==> src/rtl/cmul_pkg.sv <==
// Shared types and constants for the sequential 4-bit signed complex multiplier.
package cmul_pkg;

    localparam int CMUL_W = 4;
    localparam int PROD_W = 2 * CMUL_W;
    localparam int RES_W  = 9;

    typedef logic signed [CMUL_W-1:0] cmul_op_t;
    typedef logic signed [PROD_W-1:0] cmul_prod_t;
    typedef logic signed [RES_W-1:0]  cmul_res_t;

    typedef enum logic [2:0] {
        IDLE,
        P0,
        P1,
        P2,
        P3
    } cmul_state_e;

endpackage

==> src/rtl/cmul_mux2x4.sv <==
// 4-bit 2:1 operand mux feeding one input of the shared multiplier.
module cmul_mux2x4 (
    input  logic       sel_i,
    input  logic [3:0] d0_i,
    input  logic [3:0] d1_i,
    output logic [3:0] y_o
);

    assign y_o = sel_i ? d1_i : d0_i;

endmodule

==> src/rtl/complex_mult_fsm.sv <==
// Control for complex_mult_seq: state register, mux selects, busy/done and
// the load strobes for the operand, accumulator and result registers.
module complex_mult_fsm
    import cmul_pkg::*;
(
    input  logic clk,
    input  logic rst,
    input  logic start_i,
    output logic op_ld_o,
    output logic sel_a_o,
    output logic sel_b_o,
    output logic acc_ld_o,
    output logic re_ld_o,
    output logic res_ld_o,
    output logic busy_o,
    output logic done_o
);

    cmul_state_e state_q;
    logic        busy_q;
    logic        done_q;

    always_ff @(posedge clk or posedge rst) begin
        if (rst) begin
            state_q <= IDLE;
            busy_q  <= 1'b0;
            done_q  <= 1'b0;
        end else begin
            done_q <= 1'b0;
            unique case (state_q)
                IDLE: begin
                    if (start_i) begin
                        state_q <= P0;
                        busy_q  <= 1'b1;
                    end
                end
                P0: state_q <= P1;
                P1: state_q <= P2;
                P2: state_q <= P3;
                P3: begin
                    state_q <= IDLE;
                    busy_q  <= 1'b0;
                    done_q  <= 1'b1;
                end
                default: begin
                    state_q <= IDLE;
                    busy_q  <= 1'b0;
                end
            endcase
        end
    end

    // P0: re*re, P1: im*im, P2: re*im, P3: im*re
    always_comb begin
        sel_a_o = 1'b0;
        sel_b_o = 1'b0;
        unique case (state_q)
            P1: begin
                sel_a_o = 1'b1;
                sel_b_o = 1'b1;
            end
            P2: sel_b_o = 1'b1;
            P3: sel_a_o = 1'b1;
            default: ;
        endcase
    end

    assign op_ld_o  = (state_q == IDLE) && start_i;
    assign acc_ld_o = (state_q == P0) || (state_q == P2);
    assign re_ld_o  = (state_q == P1);
    assign res_ld_o = (state_q == P3);
    assign busy_o   = busy_q;
    assign done_o   = done_q;

endmodule

==> src/rtl/complex_mult_seq.sv <==
// Sequential 4-bit signed complex multiplier: one shared multiplier, one accumulator,
// four compute cycles. Define CMUL_SAT_EN to clamp results to the 8-bit signed range.
module complex_mult_seq
    import cmul_pkg::*;
(
    input  logic       clk,
    input  logic       rst,
    input  logic       start,
    input  logic [3:0] a_re,
    input  logic [3:0] a_im,
    input  logic [3:0] b_re,
    input  logic [3:0] b_im,
    output logic [8:0] re,
    output logic [8:0] im,
    output logic       busy,
    output logic       done
);

    logic       op_ld, sel_a, sel_b, acc_ld, re_ld, res_ld;
    logic [3:0] a_re_q, a_im_q, b_re_q, b_im_q;
    logic [3:0] mul_x, mul_y;
    cmul_op_t   mx, my;
    cmul_prod_t prod;
    cmul_res_t  prod_ext, acc_q, re_nxt_q, re_q, im_q;
    cmul_res_t  diff, sum, re_res, im_res;

`ifdef CMUL_SAT_EN
    function automatic cmul_res_t sat8(input cmul_res_t v);
        if (v > 9'sh07F)
            return 9'sh07F;
        else if (v < 9'sh180)
            return 9'sh180;
        return v;
    endfunction
`endif

    complex_mult_fsm u_fsm (
        .clk      (clk),
        .rst      (rst),
        .start_i  (start),
        .op_ld_o  (op_ld),
        .sel_a_o  (sel_a),
        .sel_b_o  (sel_b),
        .acc_ld_o (acc_ld),
        .re_ld_o  (re_ld),
        .res_ld_o (res_ld),
        .busy_o   (busy),
        .done_o   (done)
    );

    cmul_mux2x4 u_mux_a (.sel_i(sel_a), .d0_i(a_re_q), .d1_i(a_im_q), .y_o(mul_x));
    cmul_mux2x4 u_mux_b (.sel_i(sel_b), .d0_i(b_re_q), .d1_i(b_im_q), .y_o(mul_y));

    // Both operands sign-extended to 8 bits; the 8-bit product cannot overflow (range -56..64).
    assign mx       = mul_x;
    assign my       = mul_y;
    assign prod     = $signed({{CMUL_W{mx[CMUL_W-1]}}, mx}) * $signed({{CMUL_W{my[CMUL_W-1]}}, my});
    assign prod_ext = {prod[PROD_W-1], prod};
    assign diff     = acc_q - prod_ext;
    assign sum      = acc_q + prod_ext;

`ifdef CMUL_SAT_EN
    assign re_res = sat8(re_nxt_q);
    assign im_res = sat8(sum);
`else
    assign re_res = re_nxt_q;
    assign im_res = sum;
`endif

    always_ff @(posedge clk or posedge rst) begin
        if (rst) begin
            a_re_q   <= '0;
            a_im_q   <= '0;
            b_re_q   <= '0;
            b_im_q   <= '0;
            acc_q    <= '0;
            re_nxt_q <= '0;
            re_q     <= '0;
            im_q     <= '0;
        end else begin
            if (op_ld) begin
                a_re_q <= a_re;
                a_im_q <= a_im;
                b_re_q <= b_re;
                b_im_q <= b_im;
            end
            if (acc_ld)
                acc_q <= prod_ext;
            if (re_ld)
                re_nxt_q <= diff;
            // re and im commit together so the outputs never show a half-updated result
            if (res_ld) begin
                re_q <= re_res;
                im_q <= im_res;
            end
        end
    end

    assign re = re_q;
    assign im = im_q;

endmodule

==> config.mk <==
export PLATFORM = sky130hd
export DESIGN_NAME = complex_mult_seq
export DESIGN_NICKNAME = d
export VERILOG_FILES = /design/src/rtl/cmul_pkg.sv /design/src/rtl/cmul_mux2x4.sv /design/src/rtl/complex_mult_fsm.sv /design/src/rtl/complex_mult_seq.sv
export SDC_FILE = /design/constraint.sdc
export NUM_CORES = 1
export LEC_CHECK = 0
export BUFFER_PORTS_ARGS = -buffer_cell sky130_fd_sc_hd__clkbuf_2
export CORE_ASPECT_RATIO = 0.6
export CORE_MARGIN = 4
export CORE_UTILIZATION = 33
export CTS_CLUSTER_DIAMETER = 150
export CTS_CLUSTER_SIZE = 8
export DETAILED_ROUTE_END_ITERATION = 10
export PLACE_DENSITY_LB_ADDON = 0.15
export SLEW_MARGIN = 20
export SYNTH_ARGS = -nofsm -noshare
export SYNTH_HDL_FRONTEND = slang
export SYNTH_SLANG_ARGS = --single-unit
==> constraint.sdc <==
create_clock -name clk -period 12.1 [get_ports clk]
set_clock_uncertainty 0.2 [all_clocks]
set_input_delay 1.815 -clock clk [delete_from_list [all_inputs] [get_ports clk]]
set_output_delay 1.815 -clock clk [all_outputs]
set_load 0.1 [all_outputs]
==> metrics <==
Final #Nets=422; hold-fix buffers at CTS=0; Ys Warns=0; Post-Synth Adder-Cell Area=0.1732; Final min period=5.906 ns; Port Buffer Count=38; status=completed; Routed WL=6544 um; FILL cells=1031; DIE WIDTH=139.2 um; CTS Root Cell=clkbuf_16; Critical R2R Capture=im[8]$_DFFE_PP0P_; Skew-Pair Late Insertion Delay=0.29 ns; Cell variety after synth=41; Syn Area/Cell=10.36 um^2; Pre-Repair DR Iteration Count=4; initial detailed-routing violation count=114; H-tree Lvls=2; Synth Area in Simple Gates=0.1248; CP Buf/Inv Count=2; Syn Std Cell Area=3410 um^2; Detail Route Antenna Nets=0; largest family of logic cells by synthesized area=adder cells; multiplexer share of the synthesized area=0.08110; commonest cells after routing, fill and taps aside=nand2_1 (58), dfrtp_1 (56), clkbuf_2 (38); Worst Path Arrival=5.93 ns; Boundary Pins=39; max incr delay on CP=0.59 ns; final setup fails=0; Util after Layout=0.3848; number of max-cap violations=0; setup bufs post-CTS=0; post-route clock period utilization=0.4881; Synth Area in Compound Gates=0.1017; setup ws final=6.194 ns; first-pass GRT wire length=11170 um; RSZ-0062 raised after global routing=no; critical path depth in cells=18; Core Footprint=9950 um^2; Rows=28; Rel. slew slack=0.2977; number of global-route vias before repair=2276; CTS sink cnt=56; Synth Area in XOR/XNOR=0.04844; Post-CTS Resized=0; startpoint types=flip-flop; Reg2Reg Launch Point=u_fsm.state_q[2]$_DFFE_PP0P_; critical path's slowest cell=fa_1; CTS tree=done; R2R depth=18; Die Area=12080 um^2; DRC=0; CTS Buf Count=5; delay-heaviest family, CP=adder cells; aggregate global-route resource usage=0.1157; Worst Tran Pin Value=1.049 ns; Clk pin slew, worst setup/hold paths=0.08 ns; Most common cell on crit path=fa_1; Via density=4.491; Hold/Removal Path Class=reg -> reg; initial antenna violation count=0; Crit. End Element=flip-flop; worst path required time=12.13 ns; final setup TNS=0 ns; cell count after synthesis=329; Slew Viols, Final=0; Final Hold Fails=0; syn_nets=388; Critical Path Fanout Max=6; layout cells sized above 1=0.2088; diode count=0; CP Launch Point=u_fsm.state_q[2]$_DFFE_PP0P_; hpwl dp=5108 um; CTS max path bufs=2; Area Overhead vs Synth=12.29%; cells along the critical path=nand2b_1 > a21oi_4 > mux2i_1 > nand2_1 > fa_1 > fa_1 > fa_1 > inv_1 > ha_1 > fa_1 > a21o_1 > a21oi_1 > xnor2_1 > xor2_2 > inv_1 > ha_1 > or4b_1 > o21ai_1; FF-to-FF setup slack=6.19 ns; sequential share of the synthesized area=0.4110; pin count of the biggest net entering global routing=57; Vias=2241; Overflow after GRT=0; pre-CTS WS=6.152 ns; FMAX=0.1693 GHz; crit path to=im[8]$_DFFE_PP0P_; Vert. Die Dim=86.74 um; most common cell after layout, fill and taps aside=nand2_1; gpl congestion=0.7689; WL/cell=13.11 um; initial core utilization=0.3427; Setup CP Type=reg -> reg; flops & latches, synth=56
==> worst register-to-register path, stage by stage (launching register included) <==
cell      delay [ns]
dfrtp_1         0.47
nand2b_1        0.35
a21oi_4         0.29
mux2i_1         0.43
nand2_1         0.14
fa_1            0.59
fa_1            0.45
fa_1            0.51
inv_1           0.04
ha_1            0.22
fa_1            0.41
a21o_1          0.19
a21oi_1         0.17
xnor2_1         0.19
xor2_2          0.22
inv_1           0.09
ha_1            0.33
or4b_1          0.44
o21ai_1         0.13
==> registers in the layout (all words and copies together) (netlist names) <==
signal         count
im                 9
re                 9
re_nxt_q           9
acc_q              8
a_im_q             4
a_re_q             4
b_im_q             4
b_re_q             4
u_fsm.state_q      3
u_fsm.busy_o       1
u_fsm.done_o       1
==> synth_stat cells <==
library cell  instances  area share
xor2_2                1      0.0048
mux2i_2               1      0.0040
a311oi_1              1      0.0026
a21oi_4               1      0.0048
mux2_2               18       0.059
mux2i_1               6       0.018
nor3b_1               1      0.0022
and2_1                3      0.0055
nor2_1               15       0.017
clkbuf_1              6      0.0066
nand2b_1              2      0.0037
o31ai_1               3      0.0066
o21a_1                2      0.0044
a22o_1                1      0.0026
nand2_1              58       0.064
a221oi_1              1      0.0026
xor2_1                5       0.013
nor4b_4               1      0.0070
o21ai_1               2      0.0029
bufbuf_16             1      0.0095
dfrtp_1              56        0.41
or4_1                 1      0.0022
o21ai_0              23       0.034
or4b_1                1      0.0029
a211oi_1              1      0.0022
ha_1                 28        0.10
a21o_1                6       0.013
a21oi_1              13       0.019
o21bai_1              2      0.0044
and3_1                1      0.0018
nand2b_4              1      0.0040
clkbuf_8              1      0.0040
xnor2_1              12       0.031
buf_6                 1      0.0033
a2111oi_0             1      0.0026
nor2_4                1      0.0033
buf_2                 3      0.0044
or2_2                 4      0.0073
inv_1                29       0.032
fa_1                 12       0.070
nor3_1                3      0.0044
==> worst min path at each step <==
stage	cells after the start	slack (ns)	end	from
2_1_floorplan	2	0.23	re[1]$_DFFE_PP0P_	re_nxt_q[1]$_DFFE_PP0N_
3_3_place_gp	2	0.26	re[4]$_DFFE_PP0P_	re_nxt_q[4]$_DFFE_PP0N_
3_5_place_dp	2	0.26	re[4]$_DFFE_PP0P_	re_nxt_q[4]$_DFFE_PP0N_
4_1_cts	2	0.28	re[4]$_DFFE_PP0P_	re_nxt_q[4]$_DFFE_PP0N_
5_1_grt	2	0.30	re[5]$_DFFE_PP0P_	re[5]$_DFFE_PP0P_
6_report	2	0.27	re[4]$_DFFE_PP0P_	re_nxt_q[4]$_DFFE_PP0N_
==> routing by layer <==
layer	vias up	global-route usage	wire length, um
li1	1145	-	-
met1	1056	0.1767	3643
met2	35	0.1582	2514
met3	5	0.03418	329
met4	0	0.02931	57
met5	-	0	0
==> metrics by stage <==
step	hold slack [ns]	instances	cell area, um^2
3_5_place_dp	0.2610	491	3681
5_1_grt	0.3039	499	3829
4_1_cts	0.2801	499	3829
3_3_place_gp	0.2555	491	3681
6_report	0.2728	499	3829
2_1_floorplan	0.2331	329	3410
==> layout make-up <==
type                    instances  area, um^2  share of cell area
multi-input cells             232        1804              0.4712
repair buffers                 39       197.7             0.05163
inverters                      29       108.9             0.02843
flip-flops and latches         56        1401              0.3660
well taps                     135       168.9             0.04412
clock buffers                   5       125.1             0.03268
clock inverters                 3       22.52            0.005882
==> cells by family (layout without fill, tap and decap cells) <==
group                    count (synthesis)  after routing
buffers and inverters                   41             76
XOR/XNOR                                18             18
adder cells (fa/ha/maj)                 40             40
flip-flops                              56             56
AO/OA/AOI/OAI                           57             57
multiplexers                            25             25
AND/OR/NAND/NOR                         92             92
Power is left out: the tool's default activity adds up to more than one toggle a clock period on the data nets, which glitch-free logic cannot reach.
